$ cat src/rtl/operand_fetch_if.sv
// Decode, register-file, writeback and execute signals of the operand-fetch stage.
// The slave modport is the stage itself; the master modport is its surroundings.
interface operand_fetch_if #(
    parameter int PAYLOAD_W = 32
);
    logic                 in_valid;
    logic                 in_ready;
    logic [4:0]           in_rs1;
    logic [4:0]           in_rs2;
    logic                 in_rs1_en;
    logic                 in_rs2_en;
    logic [4:0]           in_rd;
    logic                 in_rd_en;
    logic [PAYLOAD_W-1:0] in_payload;

    logic                 rf_rd_en1;
    logic                 rf_rd_en2;
    logic [4:0]           rf_rd_addr1;
    logic [4:0]           rf_rd_addr2;
    logic [31:0]          rf_rd_data1;
    logic [31:0]          rf_rd_data2;

    logic                 wb_en;
    logic [4:0]           wb_addr;
    logic [31:0]          wb_data;

    logic                 out_valid;
    logic                 out_ready;
    logic [31:0]          out_op1;
    logic [31:0]          out_op2;
    logic [4:0]           out_rd;
    logic                 out_rd_en;
    logic [PAYLOAD_W-1:0] out_payload;

    modport slave (
        input  in_valid, in_rs1, in_rs2, in_rs1_en, in_rs2_en, in_rd, in_rd_en, in_payload,
        output in_ready,
        output rf_rd_en1, rf_rd_en2, rf_rd_addr1, rf_rd_addr2,
        input  rf_rd_data1, rf_rd_data2,
        input  wb_en, wb_addr, wb_data,
        output out_valid, out_op1, out_op2, out_rd, out_rd_en, out_payload,
        input  out_ready
    );

    modport master (
        output in_valid, in_rs1, in_rs2, in_rs1_en, in_rs2_en, in_rd, in_rd_en, in_payload,
        input  in_ready,
        input  rf_rd_en1, rf_rd_en2, rf_rd_addr1, rf_rd_addr2,
        output rf_rd_data1, rf_rd_data2,
        output wb_en, wb_addr, wb_data,
        input  out_valid, out_op1, out_op2, out_rd, out_rd_en, out_payload,
        output out_ready
    );
endinterface

$ cat src/rtl/operand_fetch.sv
// Register-read/issue stage: scoreboard hazard stall, optional writeback forwarding
// (OPFETCH_BYPASS_EN), 1-cycle latency, held output stalls decode while execute is not ready.
// Backpressure: in_ready drops on RAW/WAW hazard or when the output slot is full and not draining.
module operand_fetch #(
    parameter int PAYLOAD_W = 32
) (
    input  logic           clk,
    input  logic           rst,
    operand_fetch_if.slave bus
);
    // Register 0 never holds a pending write, so only bits 31..1 are stored.
    logic [31:1]          r_busy;
    logic                 r_out_valid;
    logic [31:0]          r_op1;
    logic [31:0]          r_op2;
    logic [4:0]           r_rd;
    logic                 r_rd_en;
    logic [PAYLOAD_W-1:0] r_payload;

    logic [31:0]          w_busy;
    logic [31:1]          w_busy_nxt;
    logic                 w_fwd1;
    logic                 w_fwd2;
    logic                 w_src_hz1;
    logic                 w_src_hz2;
    logic                 w_waw_hz;
    logic                 w_slot_free;
    logic                 w_in_ready;
    logic                 w_fire;
    logic [31:0]          w_op1;
    logic [31:0]          w_op2;

    assign w_busy = {r_busy, 1'b0};

`ifdef OPFETCH_BYPASS_EN
    assign w_fwd1 = bus.wb_en && (bus.wb_addr == bus.in_rs1);
    assign w_fwd2 = bus.wb_en && (bus.wb_addr == bus.in_rs2);
`else
    assign w_fwd1 = 1'b0;
    assign w_fwd2 = 1'b0;
`endif

    assign w_src_hz1 = bus.in_rs1_en && (bus.in_rs1 != 5'd0) && w_busy[bus.in_rs1] && !w_fwd1;
    assign w_src_hz2 = bus.in_rs2_en && (bus.in_rs2 != 5'd0) && w_busy[bus.in_rs2] && !w_fwd2;

    // A writer may reuse a pending rd only in the cycle the older write retires.
    assign w_waw_hz = bus.in_rd_en && (bus.in_rd != 5'd0) && w_busy[bus.in_rd]
                      && !(bus.wb_en && (bus.wb_addr == bus.in_rd));

    assign w_slot_free = !r_out_valid || bus.out_ready;
    assign w_in_ready  = w_slot_free && !w_src_hz1 && !w_src_hz2 && !w_waw_hz;
    assign w_fire      = bus.in_valid && w_in_ready;

    assign bus.in_ready    = w_in_ready;
    assign bus.rf_rd_en1   = bus.in_valid && bus.in_rs1_en;
    assign bus.rf_rd_en2   = bus.in_valid && bus.in_rs2_en;
    assign bus.rf_rd_addr1 = bus.in_rs1;
    assign bus.rf_rd_addr2 = bus.in_rs2;

    always_comb begin
        w_op1 = 32'd0;
        w_op2 = 32'd0;
        if (bus.in_rs1_en && (bus.in_rs1 != 5'd0)) begin
            w_op1 = w_fwd1 ? bus.wb_data : bus.rf_rd_data1;
        end
        if (bus.in_rs2_en && (bus.in_rs2 != 5'd0)) begin
            w_op2 = w_fwd2 ? bus.wb_data : bus.rf_rd_data2;
        end
    end

    // Set after clear: a new writer claiming the retiring register keeps it busy.
    always_comb begin
        w_busy_nxt = r_busy;
        for (int i = 1; i < 32; i++) begin
            if (bus.wb_en && (bus.wb_addr == i[4:0])) begin
                w_busy_nxt[i] = 1'b0;
            end
            if (w_fire && bus.in_rd_en && (bus.in_rd == i[4:0])) begin
                w_busy_nxt[i] = 1'b1;
            end
        end
    end

    always_ff @(posedge clk) begin
        if (rst) begin
            r_busy      <= '0;
            r_out_valid <= 1'b0;
            r_op1       <= 32'd0;
            r_op2       <= 32'd0;
            r_rd        <= 5'd0;
            r_rd_en     <= 1'b0;
            r_payload   <= '0;
        end else begin
            r_busy <= w_busy_nxt;
            if (w_fire) begin
                r_out_valid <= 1'b1;
                r_op1       <= w_op1;
                r_op2       <= w_op2;
                r_rd        <= bus.in_rd;
                r_rd_en     <= bus.in_rd_en;
                r_payload   <= bus.in_payload;
            end else if (r_out_valid && bus.out_ready) begin
                r_out_valid <= 1'b0;
            end
        end
    end

    assign bus.out_valid   = r_out_valid;
    assign bus.out_op1     = r_op1;
    assign bus.out_op2     = r_op2;
    assign bus.out_rd      = r_rd;
    assign bus.out_rd_en   = r_rd_en;
    assign bus.out_payload = r_payload;
endmodule

$ cat src/flat_wrapper.sv
// flat-port wrapper written by rule: the top's interface ports become plain ports
module operand_fetch_flat 
#(
    parameter int PAYLOAD_W = 32
)
  (clk, rst, bus_in_valid, bus_in_rs1, bus_in_rs2, bus_in_rs1_en, bus_in_rs2_en, bus_in_rd, bus_in_rd_en, bus_in_payload, bus_in_ready, bus_rf_rd_en1, bus_rf_rd_en2, bus_rf_rd_addr1, bus_rf_rd_addr2, bus_rf_rd_data1, bus_rf_rd_data2, bus_wb_en, bus_wb_addr, bus_wb_data, bus_out_valid, bus_out_op1, bus_out_op2, bus_out_rd, bus_out_rd_en, bus_out_payload, bus_out_ready);
  operand_fetch_if #(.PAYLOAD_W(PAYLOAD_W)) bus_i ();
  input  logic clk;
  input  logic rst;
  input wire logic [$bits(bus_i.in_valid)-1:0] bus_in_valid;
  input wire logic [$bits(bus_i.in_rs1)-1:0] bus_in_rs1;
  input wire logic [$bits(bus_i.in_rs2)-1:0] bus_in_rs2;
  input wire logic [$bits(bus_i.in_rs1_en)-1:0] bus_in_rs1_en;
  input wire logic [$bits(bus_i.in_rs2_en)-1:0] bus_in_rs2_en;
  input wire logic [$bits(bus_i.in_rd)-1:0] bus_in_rd;
  input wire logic [$bits(bus_i.in_rd_en)-1:0] bus_in_rd_en;
  input wire logic [$bits(bus_i.in_payload)-1:0] bus_in_payload;
  output wire logic [$bits(bus_i.in_ready)-1:0] bus_in_ready;
  output wire logic [$bits(bus_i.rf_rd_en1)-1:0] bus_rf_rd_en1;
  output wire logic [$bits(bus_i.rf_rd_en2)-1:0] bus_rf_rd_en2;
  output wire logic [$bits(bus_i.rf_rd_addr1)-1:0] bus_rf_rd_addr1;
  output wire logic [$bits(bus_i.rf_rd_addr2)-1:0] bus_rf_rd_addr2;
  input wire logic [$bits(bus_i.rf_rd_data1)-1:0] bus_rf_rd_data1;
  input wire logic [$bits(bus_i.rf_rd_data2)-1:0] bus_rf_rd_data2;
  input wire logic [$bits(bus_i.wb_en)-1:0] bus_wb_en;
  input wire logic [$bits(bus_i.wb_addr)-1:0] bus_wb_addr;
  input wire logic [$bits(bus_i.wb_data)-1:0] bus_wb_data;
  output wire logic [$bits(bus_i.out_valid)-1:0] bus_out_valid;
  output wire logic [$bits(bus_i.out_op1)-1:0] bus_out_op1;
  output wire logic [$bits(bus_i.out_op2)-1:0] bus_out_op2;
  output wire logic [$bits(bus_i.out_rd)-1:0] bus_out_rd;
  output wire logic [$bits(bus_i.out_rd_en)-1:0] bus_out_rd_en;
  output wire logic [$bits(bus_i.out_payload)-1:0] bus_out_payload;
  input wire logic [$bits(bus_i.out_ready)-1:0] bus_out_ready;
  assign bus_i.in_valid = bus_in_valid;
  assign bus_i.in_rs1 = bus_in_rs1;
  assign bus_i.in_rs2 = bus_in_rs2;
  assign bus_i.in_rs1_en = bus_in_rs1_en;
  assign bus_i.in_rs2_en = bus_in_rs2_en;
  assign bus_i.in_rd = bus_in_rd;
  assign bus_i.in_rd_en = bus_in_rd_en;
  assign bus_i.in_payload = bus_in_payload;
  assign bus_in_ready = bus_i.in_ready;
  assign bus_rf_rd_en1 = bus_i.rf_rd_en1;
  assign bus_rf_rd_en2 = bus_i.rf_rd_en2;
  assign bus_rf_rd_addr1 = bus_i.rf_rd_addr1;
  assign bus_rf_rd_addr2 = bus_i.rf_rd_addr2;
  assign bus_i.rf_rd_data1 = bus_rf_rd_data1;
  assign bus_i.rf_rd_data2 = bus_rf_rd_data2;
  assign bus_i.wb_en = bus_wb_en;
  assign bus_i.wb_addr = bus_wb_addr;
  assign bus_i.wb_data = bus_wb_data;
  assign bus_out_valid = bus_i.out_valid;
  assign bus_out_op1 = bus_i.out_op1;
  assign bus_out_op2 = bus_i.out_op2;
  assign bus_out_rd = bus_i.out_rd;
  assign bus_out_rd_en = bus_i.out_rd_en;
  assign bus_out_payload = bus_i.out_payload;
  assign bus_i.out_ready = bus_out_ready;
  operand_fetch #(.PAYLOAD_W(PAYLOAD_W)) u_core (.clk(clk), .rst(rst), .bus(bus_i));
endmodule
$ cat config.mk
export PLATFORM = sky130hd
export DESIGN_NAME = operand_fetch_flat
export DESIGN_NICKNAME = d
export VERILOG_FILES = /design/src/rtl/operand_fetch_if.sv /design/src/rtl/operand_fetch.sv /design/src/flat_wrapper.sv
export SDC_FILE = /design/constraint.sdc
export NUM_CORES = 1
export LEC_CHECK = 0
export BUFFER_PORTS_ARGS = -buffer_cell sky130_fd_sc_hd__buf_2
export CORE_ASPECT_RATIO = 1.2
export CORE_MARGIN = 2
export CORE_UTILIZATION = 48
export DETAILED_ROUTE_END_ITERATION = 10
export GPL_TIMING_DRIVEN = 0
export PLACE_DENSITY = 0.8
export SLEW_MARGIN = 20
export SYNTH_ARGS = -nofsm -noshare
export SYNTH_HDL_FRONTEND = slang
export SYNTH_SLANG_ARGS = --single-unit
$ cat constraint.sdc
create_clock -name clk -period 2.73 [get_ports clk]
set_input_delay 0.273 -clock clk [delete_from_list [all_inputs] [get_ports clk]]
set_output_delay 0.273 -clock clk [all_outputs]
set_load 0.05 [all_outputs]
==> flow_summary.toml, run 1 <==
[logic_synthesis]
synthTopCellsByArea = "dfxtp_1 (42%), o21ai_0 (9.9%), a21oi_1 (8.0%)"
synth-edff-count = 0
netlist_instances = 726
synth_area_mm2 = 0.00635
synthTopCellsByCount = "dfxtp_1 (134), o21ai_0 (126), a21oi_1 (102), nand4_1 (67), nand3_1 (63)"
syn-num-nets = 882
synthArstFlopShare_pct = 0
synth_top_area_cell = "dfxtp_1"
ys_ff_latch = 134
synth_top_area_share_pct = 42.3
synth_flop_cell = "dfxtp_1"
yosysWarnings = 0
ys_seq_area_share_pct = 42.3
synth_most_common_cell = "dfxtp_1"
syn_area_per_cell_um2 = 8.74
synth_cell_type_count = 47

[global_route]
grt.total_usage_pct = 29.5
grt_remaining_overflow = 0
grt_pass1_vias = 6523
grt_pass1_wl_um = 32900
antenna_found_initial = 0
grt_start_max_net_pins = 17

[job]
drv_cap = 0

[clock_tree]
path_clk_slew_ps = 60
cts_buffers = 17
cts_max_level = 4
cts_num_sinks = 134
root_buffer = "clkbuf_16"
cts_tree = "yes"
clk_latency_ps = 410
clockBufferDepth = 2

[cells_and_area]
drive_gt1_share_pct = 37.0
fin_util_pct = 64.5
area_delta_synth_final_pct = 32.8
nNetsFinal = 1137
fillCellCount = 1117

[timing]
drv_slew = 0
worst_slack_ps = 43.2
finalClockSkew_ps = 8.48
period_share_pct = 98.4
finalSetupViolations = 0
rsz0062_at_grt = "yes"
hold_violations = 0
fmax_mhz = 372
post-route-min-period_ps = 2690
tightestPinTransition_ps = 582
relSlewSlack_pct = 61.2

[setup_path]
arrival_ps = 3010
reg2reg_depth = 8
worstSetupStartpointType = "flip-flop"
end_kind = "flip-flop"
reg2reg_from = "u_core.r_busy[7]"
required_ps = 3050
setup.worst_path.class = "flip-flop to flip-flop"
r2r_setup_slack_ps = 40
r2r_end = "u_core.r_busy[22]"
critPathMaxFanout = 10

[place]
place.port_buffers = 230
post-place-ws_ps = -496
detailed_place_hpwl_um = 15900
gp_congestion = 0.978

[drt]
dr_total_vias = 6916
drc = 0
drtIter0Drc = 576
viasPerCell = 5.95
drt_first_pass_iters = 7
wl_um = 21600
wl_per_cell_um = 18.6
antenna_left = 0

[floorplanning]
core_area_mm2 = 0.0131
ioPinCount = 272
die_h_um = 130
die_x_um = 109
fp-row-count = 46
start_util_pct = 48.6
dieArea_mm2 = 0.0142

[hold_path]
holdPathStages = 3
min_path_type = "input pin to flip-flop"
min-delay-start = "bus_in_payload[4]"
worstHoldEndpoint = "u_core.bus.out_payload[4]"

[power]
vdd_drop_max_mv = 0.335
pwr-share-comb_pct = 19.0
p_int_mw = 3.70
power_switching_mw = 1.69
seqPwrFrac_pct = 38.4
p_leak_nw = 3.45
power_density_mw_per_mm2 = 640
sw_frac_of_total_pct = 31.3
power.share.clock_pct = 42.6

[status]
status = "finished clean"
-- area by class of cell --
class / instances / area (um2) / share of cell area (%)
Tap cell: 168 / 210 / 2.49
Buffer: 90 / 452 / 5.36
Sequential cell: 134 / 2700 / 32.1
Antenna cell: 1 / 2.50 / 0.0297
Inverter: 6 / 22.5 / 0.267
Clock inverter: 13 / 148 / 1.75
Clock buffer: 18 / 439 / 5.21
Multi-Input combinational cell: 494 / 3230 / 38.3
Timing Repair Buffer: 238 / 1220 / 14.5
-- per-layer routing --
metal	global-route usage [%]	part of all wire [%]	wire length [um]	up-vias
met4	14.9	3.6	770	0
met1	34.7	38	8230	3264
met2	50.3	50	10800	343
met3	6.74	8.1	1760	71
met5	0	0	0	-
li1	-	-	-	3238
-- critical path: stages (launching register included) --
cell	delay, ps
dfxtp_1	350
mux4_2	510
a22o_1	280
o311ai_4	340
and3_1	200
buf_2	170
buf_6	170
nand3_1	290
o21ai_0	290
-- power by group through the flow --
stage / Sequential (mW) / Clock, mW / Combinational [mW]
floorplan: 2.38 / 0 / 0.413
global placement: 2.11 / 0 / 0.992
detailed placement: 2.11 / 0 / 0.994
CTS: 2.07 / 2.31 / 1.02
global route: 2.08 / 2.40 / 1.10
finish: 2.07 / 2.30 / 1.03
-- cells by family after synthesis --
logic type                Yosys count  share of synthesized area, %
AOI/OAI and AO/OA                 267                          23.0
and+or+nand+nor                   190                          16.9
DFF                               134                          42.3
buffers and inverters              98                          7.57
muxes                              32                          9.50
xor gates and xnor gates            5                         0.690
-- metrics by stage --
| step | hold WS (ps) | area [um2] | setup TNS, ps | instances | total power [mW] |
|---|---|---|---|---|---|
| floorplan | 421 | 6350 | 0 | 726 | 2.79 |
| global placement | 453 | 7710 | -44770 | 1124 | 3.10 |
| detailed placement | 461 | 7710 | -44900 | 1124 | 3.11 |
| CTS | 97.1 | 8400 | -67.2 | 1159 | 5.40 |
| global route | 107 | 8420 | -29.7 | 1161 | 5.58 |
| finish | 106 | 8430 | 0 | 1162 | 5.39 |
-- state kept, by name, indices dropped and copies added (netlist names) --
register	cells
u_core.bus.out_rd	5
u_core.bus.out_payload	32
u_core.bus.out_op1	32
u_core.bus.out_valid	1
u_core.bus.out_rd_en	1
u_core.bus.out_op2	32
u_core.r_busy	31
-- layout by cell type (no fill, tap or decap), types with 7 or more instances in the layout --
cell,n
buf_2,253
clkbuf_1,48
nand3_1,60
nor2b_1,7
buf_4,20
a21oi_1,102
mux4_2,19
dfxtp_2,12
o211ai_1,13
mux2i_1,7
dfxtp_1,121
nand4_1,67
o21ai_2,9
nand2_1,19
o21ai_0,126
clkbuf_16,17
-- worst max-delay path by stage --
stage / startpoint / endpoint / slack (ps) / cells after the start
floorplan: bus_in_rs1[0] / bus_in_ready / 110 / 10
global placement: bus_in_rd[2] / u_core.bus.out_payload[26] / -480 / 11
detailed placement: bus_in_rd[2] / u_core.bus.out_op1[9] / -500 / 11
CTS: u_core.r_busy[11] / bus_in_ready / -70 / 9
global route: u_core.r_busy[31] / bus_in_ready / -30 / 8
finish: u_core.r_busy[7] / u_core.r_busy[22] / 40 / 8
-- what timing repair did --
item	in CTS	in global routing
gates resized for setup	31	6
setup endpoints to repair	85	88
pin swaps	3	2
buffers inserted	4	4
hold buffers	0	0
(Power assumes the default switching activity.)
==> run 2, diff against run 1 <==
--- a/config.mk
+++ b/config.mk
@@ -5,13 +5,15 @@
 export SDC_FILE = /design/constraint.sdc
 export NUM_CORES = 1
 export LEC_CHECK = 0
+export ABC_AREA = 1
 export BUFFER_PORTS_ARGS = -buffer_cell sky130_fd_sc_hd__buf_2
-export CORE_ASPECT_RATIO = 1.2
+export CORE_ASPECT_RATIO = 0.8
 export CORE_MARGIN = 2
-export CORE_UTILIZATION = 48
+export CORE_UTILIZATION = 49
+export CTS_CLUSTER_DIAMETER = 200
 export DETAILED_ROUTE_END_ITERATION = 10
 export GPL_TIMING_DRIVEN = 0
-export PLACE_DENSITY = 0.8
+export PLACE_DENSITY = 0.81
 export SLEW_MARGIN = 20
 export SYNTH_ARGS = -nofsm -noshare
 export SYNTH_HDL_FRONTEND = slang
==> run 2 against run 1 <==
  * Register-to-register slack better by 220 ps
  * Combinational power increased by 12%
  * First-iteration DRC count up 66%
  * Core utilization increased by 1.9 points
  * Largest power group unchanged
  * Highest routed layer unchanged
==> flow_summary.toml, run 2 <==
[drt]
drt_first_pass_iters = 9
wl_per_cell_um = 17.4
dr_total_vias = 7994
wl_um = 24300
viasPerCell = 5.75
drtIter0Drc = 958
antenna_left = 0
drc = 0

[timing]
finalClockSkew_ps = 8.46
whs_ps = 117
drv_slew = 0
hold_violations = 0
post-route-min-period_ps = 2550
setup_tns_ps = 0
period_share_pct = 93.4
finalSetupViolations = 0
worst_slack_ps = 181
fmax_mhz = 392
tightestPinTransition_ps = 644
relSlewSlack_pct = 57.0
rsz0062_at_grt = "no"

[cells_and_area]
nNetsFinal = 1360
final_common_cell = "buf_2"
drive_gt1_share_pct = 26.4
final_cell_mix = "buf_2 (255), nand2_1 (235), a21oi_1 (144)"
antennaDiodeCount = 0
area_delta_synth_final_pct = 31.4
fin_util_pct = 66.4

[setup_path]
critPathMaxFanout = 10
worstSetupStartpointType = "flip-flop"
end_kind = "output pin"
crit_end = "bus_in_ready"
arrival_ps = 2280
setup.worst_path.class = "flip-flop to output pin"
r2r_setup_slack_ps = 260
required_ps = 2460
reg2reg_depth = 14
reg2reg_from = "u_core.r_busy[16]"
crit_start = "u_core.r_busy[2]"
r2r_end = "u_core.bus.out_op1[24]"

[logic_synthesis]
synth_top_area_share_pct = 41.0
synthTopCellsByCount = "nand2_1 (235), a21oi_1 (144), dfxtp_1 (134), nand4_1 (87), nand3_1 (86)"
netlist_instances = 951
synth_area_mm2 = 0.00654
ys_ff_latch = 134
yosysWarnings = 0
ys_seq_area_share_pct = 41.0
synth_cell_type_count = 30
synth_most_common_cell = "nand2_1"
syn-num-nets = 1107
synthArstFlopShare_pct = 0
synth_top_area_cell = "dfxtp_1"
synthTopCellsByArea = "dfxtp_1 (41%), nand2_1 (13%), a21oi_1 (11%)"
synth-edff-count = 0
synth_flop_cell = "dfxtp_1"
syn_area_per_cell_um2 = 6.88

[clock_tree]
cts_num_sinks = 134
cts_buffers = 17
cts_max_level = 4
clk_latency_ps = 420
clockBufferDepth = 2
path_clk_slew_ps = 60
root_buffer = "clkbuf_16"
cts-hold-fix-buffers = 0
cts_tree = "yes"

[floorplanning]
die_x_um = 133
die_h_um = 107
dieArea_mm2 = 0.0143
core_area_mm2 = 0.0130
fp-row-count = 37
ioPinCount = 272
start_util_pct = 50.5

[place]
gp_congestion = 1.04
detailed_place_hpwl_um = 18000
place.port_buffers = 233
post-place-ws_ps = 120

[power]
vdd_drop_max_mv = 0.495
p_leak_nw = 3.76
power_density_mw_per_mm2 = 673

[global_route]
grt.total_usage_pct = 33.2
grt_start_max_net_pins = 17
grt_pass1_vias = 7361
antenna_found_initial = 0
grt_pass1_wl_um = 37500
grt_remaining_overflow = 0

[status]
status = "finished clean"

[hold_path]
min_path_type = "input pin to flip-flop"

[job]
drv_cap = 0
==> run 2: cell families (layout without fill, tap and decap cells) <==
family	Yosys count	after routing	synth area share, %
AND/OR/NAND/NOR	477	477	33.7
flip-flops	134	134	41.0
buffers and inverters	145	410	9.96
AO/OA/AOI/OAI	195	195	15.3
==> run 2: how the worst min path moves through the flow <==
| stage | from | endpoint | slack [ps] | cells after the start |
|---|---|---|---|---|
| after global routing | bus_rf_rd_data2[15] | u_core.bus.out_op2[15] | 120 | 3 |
| after floorplan | bus_rf_rd_data1[0] | u_core.bus.out_op1[0] | 440 | 2 |
| after detailed placement | u_core.bus.out_payload[26] | u_core.bus.out_payload[26] | 450 | 2 |
| after global placement | u_core.bus.out_payload[26] | u_core.bus.out_payload[26] | 440 | 2 |
| final | bus_rf_rd_data2[26] | u_core.bus.out_op2[26] | 120 | 3 |
| after CTS | bus_rf_rd_data1[14] | u_core.bus.out_op1[14] | 110 | 3 |
==> run 2: cell type report <==
cell class | count | area, um2
fill | 1157 | 4360
multi-input combinational | 672 | 3210
sequential | 134 | 2680
timing repair buffer | 234 | 1180
clock buffer | 20 | 457
buffer | 89 | 442
tap | 175 | 219
inverter | 56 | 210
clock inverter | 11 | 196
==> run 2: metrics by stage <==
stage          instances  power [mW]  cell area (um2)
6_report            1391        5.79             8600
3_3_place_gp        1359        3.22             7930
2_1_floorplan        951        2.87             6540
4_1_cts             1390        5.76             8580
5_1_grt             1391        5.96             8600
3_5_place_dp        1359        3.23             7930
==> run 2: where the power goes <==
part	internal, mW	switching, mW	leakage, nW
Clock	1.67	0.894	0.313
Combinational	0.305	0.843	2.36
Sequential	2.04	0.0421	1.09
Total	4.01	1.78	3.76
==> run 2: repair_timing <==
item | CTS | global route
endpoints found under the setup margin | 1 | 1
resized for setup | 1 | 2
hold endpoints to repair | 0 | 0
pin swaps | 0 | 1
setup buffers | 0 | 1
==> run 2: worst max-delay path: stages (launching register included) <==
cell,delay [ps]
dfxtp_1,310
inv_1,130
nand2_1,60
nand3_1,60
nand2_1,50
nand2_1,50
nand2_1,40
nor2_1,120
nand2_1,60
nand3_1,120
nand3_2,140
nor2_8,160
buf_6,160
buf_4,210
buf_6,180
==> run 2: metal layers <==
layer	share of wire (%)	track usage [%]
met1	40	42.9
met2	45	52.5
met3	13	12.2
met4	2.2	9.04
met5	0	0
==> run 3, diff against run 2 <==
--- a/config.mk
+++ b/config.mk
@@ -6,7 +6,7 @@
 export NUM_CORES = 1
 export LEC_CHECK = 0
 export ABC_AREA = 1
-export BUFFER_PORTS_ARGS = -buffer_cell sky130_fd_sc_hd__buf_2
+export BUFFER_PORTS_ARGS = -buffer_cell sky130_fd_sc_hd__buf_4
 export CORE_ASPECT_RATIO = 0.8
 export CORE_MARGIN = 2
 export CORE_UTILIZATION = 49
@@ -14,6 +14,7 @@
 export DETAILED_ROUTE_END_ITERATION = 10
 export GPL_TIMING_DRIVEN = 0
 export PLACE_DENSITY = 0.81
+export REMOVE_ABC_BUFFERS = 1
 export SLEW_MARGIN = 20
 export SYNTH_ARGS = -nofsm -noshare
 export SYNTH_HDL_FRONTEND = slang
==> run 3 against run 2 <==
  * Combinational power hardly changed
  * Global-route usage decreased by 4.1 points
  * Critical path depth down 1
  * Clock skew grew 3.8 ps
  * Sequential share of layout area is 0.77 points lower
  * Non-clock buffer count shrank 81
  * Clock power down 9.4%
==> flow_summary.toml, run 3 (same netlist as run 2, synthesis figures left out) <==
[status]
status = "finished clean"

[cells_and_area]
nNetsFinal = 1282
drive_gt1_share_pct = 25.5
final_cell_mix = "buf_4 (238), nand2_1 (235), a21oi_1 (144)"
final_common_cell = "buf_4"
antennaDiodeCount = 0
area_delta_synth_final_pct = 34.8

[global_route]
grt_pass1_vias = 6777
grt_pass1_wl_um = 33900
grt_start_max_net_pins = 137
grt_remaining_overflow = 0
antenna_found_initial = 0
grt.total_usage_pct = 29.1

[clock_tree]
cts_tree = "yes"
root_buffer = "clkbuf_16"
cts_max_level = 4
cts_num_sinks = 134
cts-hold-fix-buffers = 0
path_clk_slew_ps = 70
clk_latency_ps = 410
clockBufferDepth = 2
cts_buffers = 17

[floorplanning]
fp-row-count = 37
core_area_mm2 = 0.0130
start_util_pct = 50.5
dieArea_mm2 = 0.0143
die_x_um = 133
ioPinCount = 272
die_h_um = 107

[power]
power_density_mw_per_mm2 = 631
p_leak_nw = 3.68
power_switching_mw = 1.78
p_total_mw = 5.56
vdd_drop_max_mv = 0.624
power.share.clock_pct = 41.7
seqPwrFrac_pct = 37.3
pwr-share-comb_pct = 21.0
sw_frac_of_total_pct = 32.0
p_int_mw = 3.78

[timing]
hold_violations = 0
relSlewSlack_pct = 24.7
fmax_mhz = 383
whs_ps = 134
period_share_pct = 95.6
finalSetupViolations = 0
setup_tns_ps = 0
finalClockSkew_ps = 12.3
tightestPinTransition_ps = 1130
post-route-min-period_ps = 2610
drv_slew = 0

[setup_path]
arrival_ps = 2340
critPathMaxFanout = 47
critical-path-max-stage-delay_ps = 340
crit_top_cell = "nand2_1"
worstSetupStartpointType = "input pin"
cp_slowest_cell = "nand2_1"
path_cells = "buf_4 -> inv_2 -> nand2_1 -> inv_2 -> a21oi_1 -> nand2_1 -> nand2_1 -> nand3_1 -> o21bai_1 -> nor2_4 -> nor2_8 -> buf_12 -> buf_4"
path_buf_inv = 5
path_delay_family = "buffers and inverters"
required_ps = 2460
setup.worst_path.class = "input pin to output pin"
end_kind = "output pin"

[drt]
viasPerCell = 5.73
wl_per_cell_um = 16.5
drc = 0
drtIter0Drc = 874
antenna_left = 0
wl_um = 21700
dr_total_vias = 7519
drt_first_pass_iters = 6

[place]
place.port_buffers = 239
detailed_place_hpwl_um = 13700
gp_congestion = 0.940

[job]
drv_cap = 0

[hold_path]
min_path_type = "input pin to flip-flop"
-- run 3: worst min-delay path: stages --
cell and delay [ps]:
buf_4 110, nand3_1 70, a21oi_1 60
-- run 3: per-stage QoR --
| stage | setup slack [ps] | cells | instance area (um2) | util, % |
|---|---|---|---|---|
| finish | 121 | 1313 | 8820 | 68.0 |
| global route | -1.72 | 1313 | 8820 | 68.0 |
| CTS | 125 | 1312 | 8800 | 67.9 |
| floorplan | -958 | 862 | 6100 | - |
| detailed placement | -443 | 1278 | 8180 | 63.1 |
| global placement | -2590 | 1276 | 8120 | 62.6 |
-- run 3: what timing repair did --
| item | 4_1_cts | 5_1_grt |
|---|---|---|
| buffers inserted | 1 | 0 |
| pin swaps | 1 | 0 |
| endpoints found under the setup margin | 2 | 101 |
| gates cloned | 2 | 1 |
| resized for setup | 1 | 1 |
-- run 3: final cells by class --
type	instances	area, um2
Tap cell	175	219
Sequential cell	134	2680
Clock inverter	12	145
Clock buffer	19	443
Inverter	56	210
Fill cell	1156	4140
Timing Repair Buffer	242	1850
Multi-Input combinational cell	675	3270
-- run 3: metal layers --
metal	part of all wire, %	GRT usage, %	vias to the layer above
met5	0	0	-
met4	2.2	9.57	0
met3	11	8.85	48
met2	46	45.2	439
met1	41	38.7	3428
li1	-	-	3604
-- run 3: final timing paths --
path	startpoint	to	slack (ps)	depth (start not counted)
hold reg to reg	u_core.bus.out_payload[0]	u_core.bus.out_payload[0]	460	2
setup reg to reg	u_core.r_busy[2]	u_core.bus.out_op2[7]	280	15
hold / removal	bus_in_payload[7]	u_core.bus.out_payload[7]	130	3
setup / recovery	bus_in_rd[0]	bus_in_ready	120	13
-- run 3: power groups by stage --
stage / Sequential, mW / Clock (mW) / Combinational (mW)
floorplan: 2.38 / 0 / 0.328
global placement: 2.12 / 0 / 1.10
detailed placement: 2.12 / 0 / 1.13
CTS: 2.08 / 2.33 / 1.15
global route: 2.09 / 2.42 / 1.24
finish: 2.08 / 2.32 / 1.17
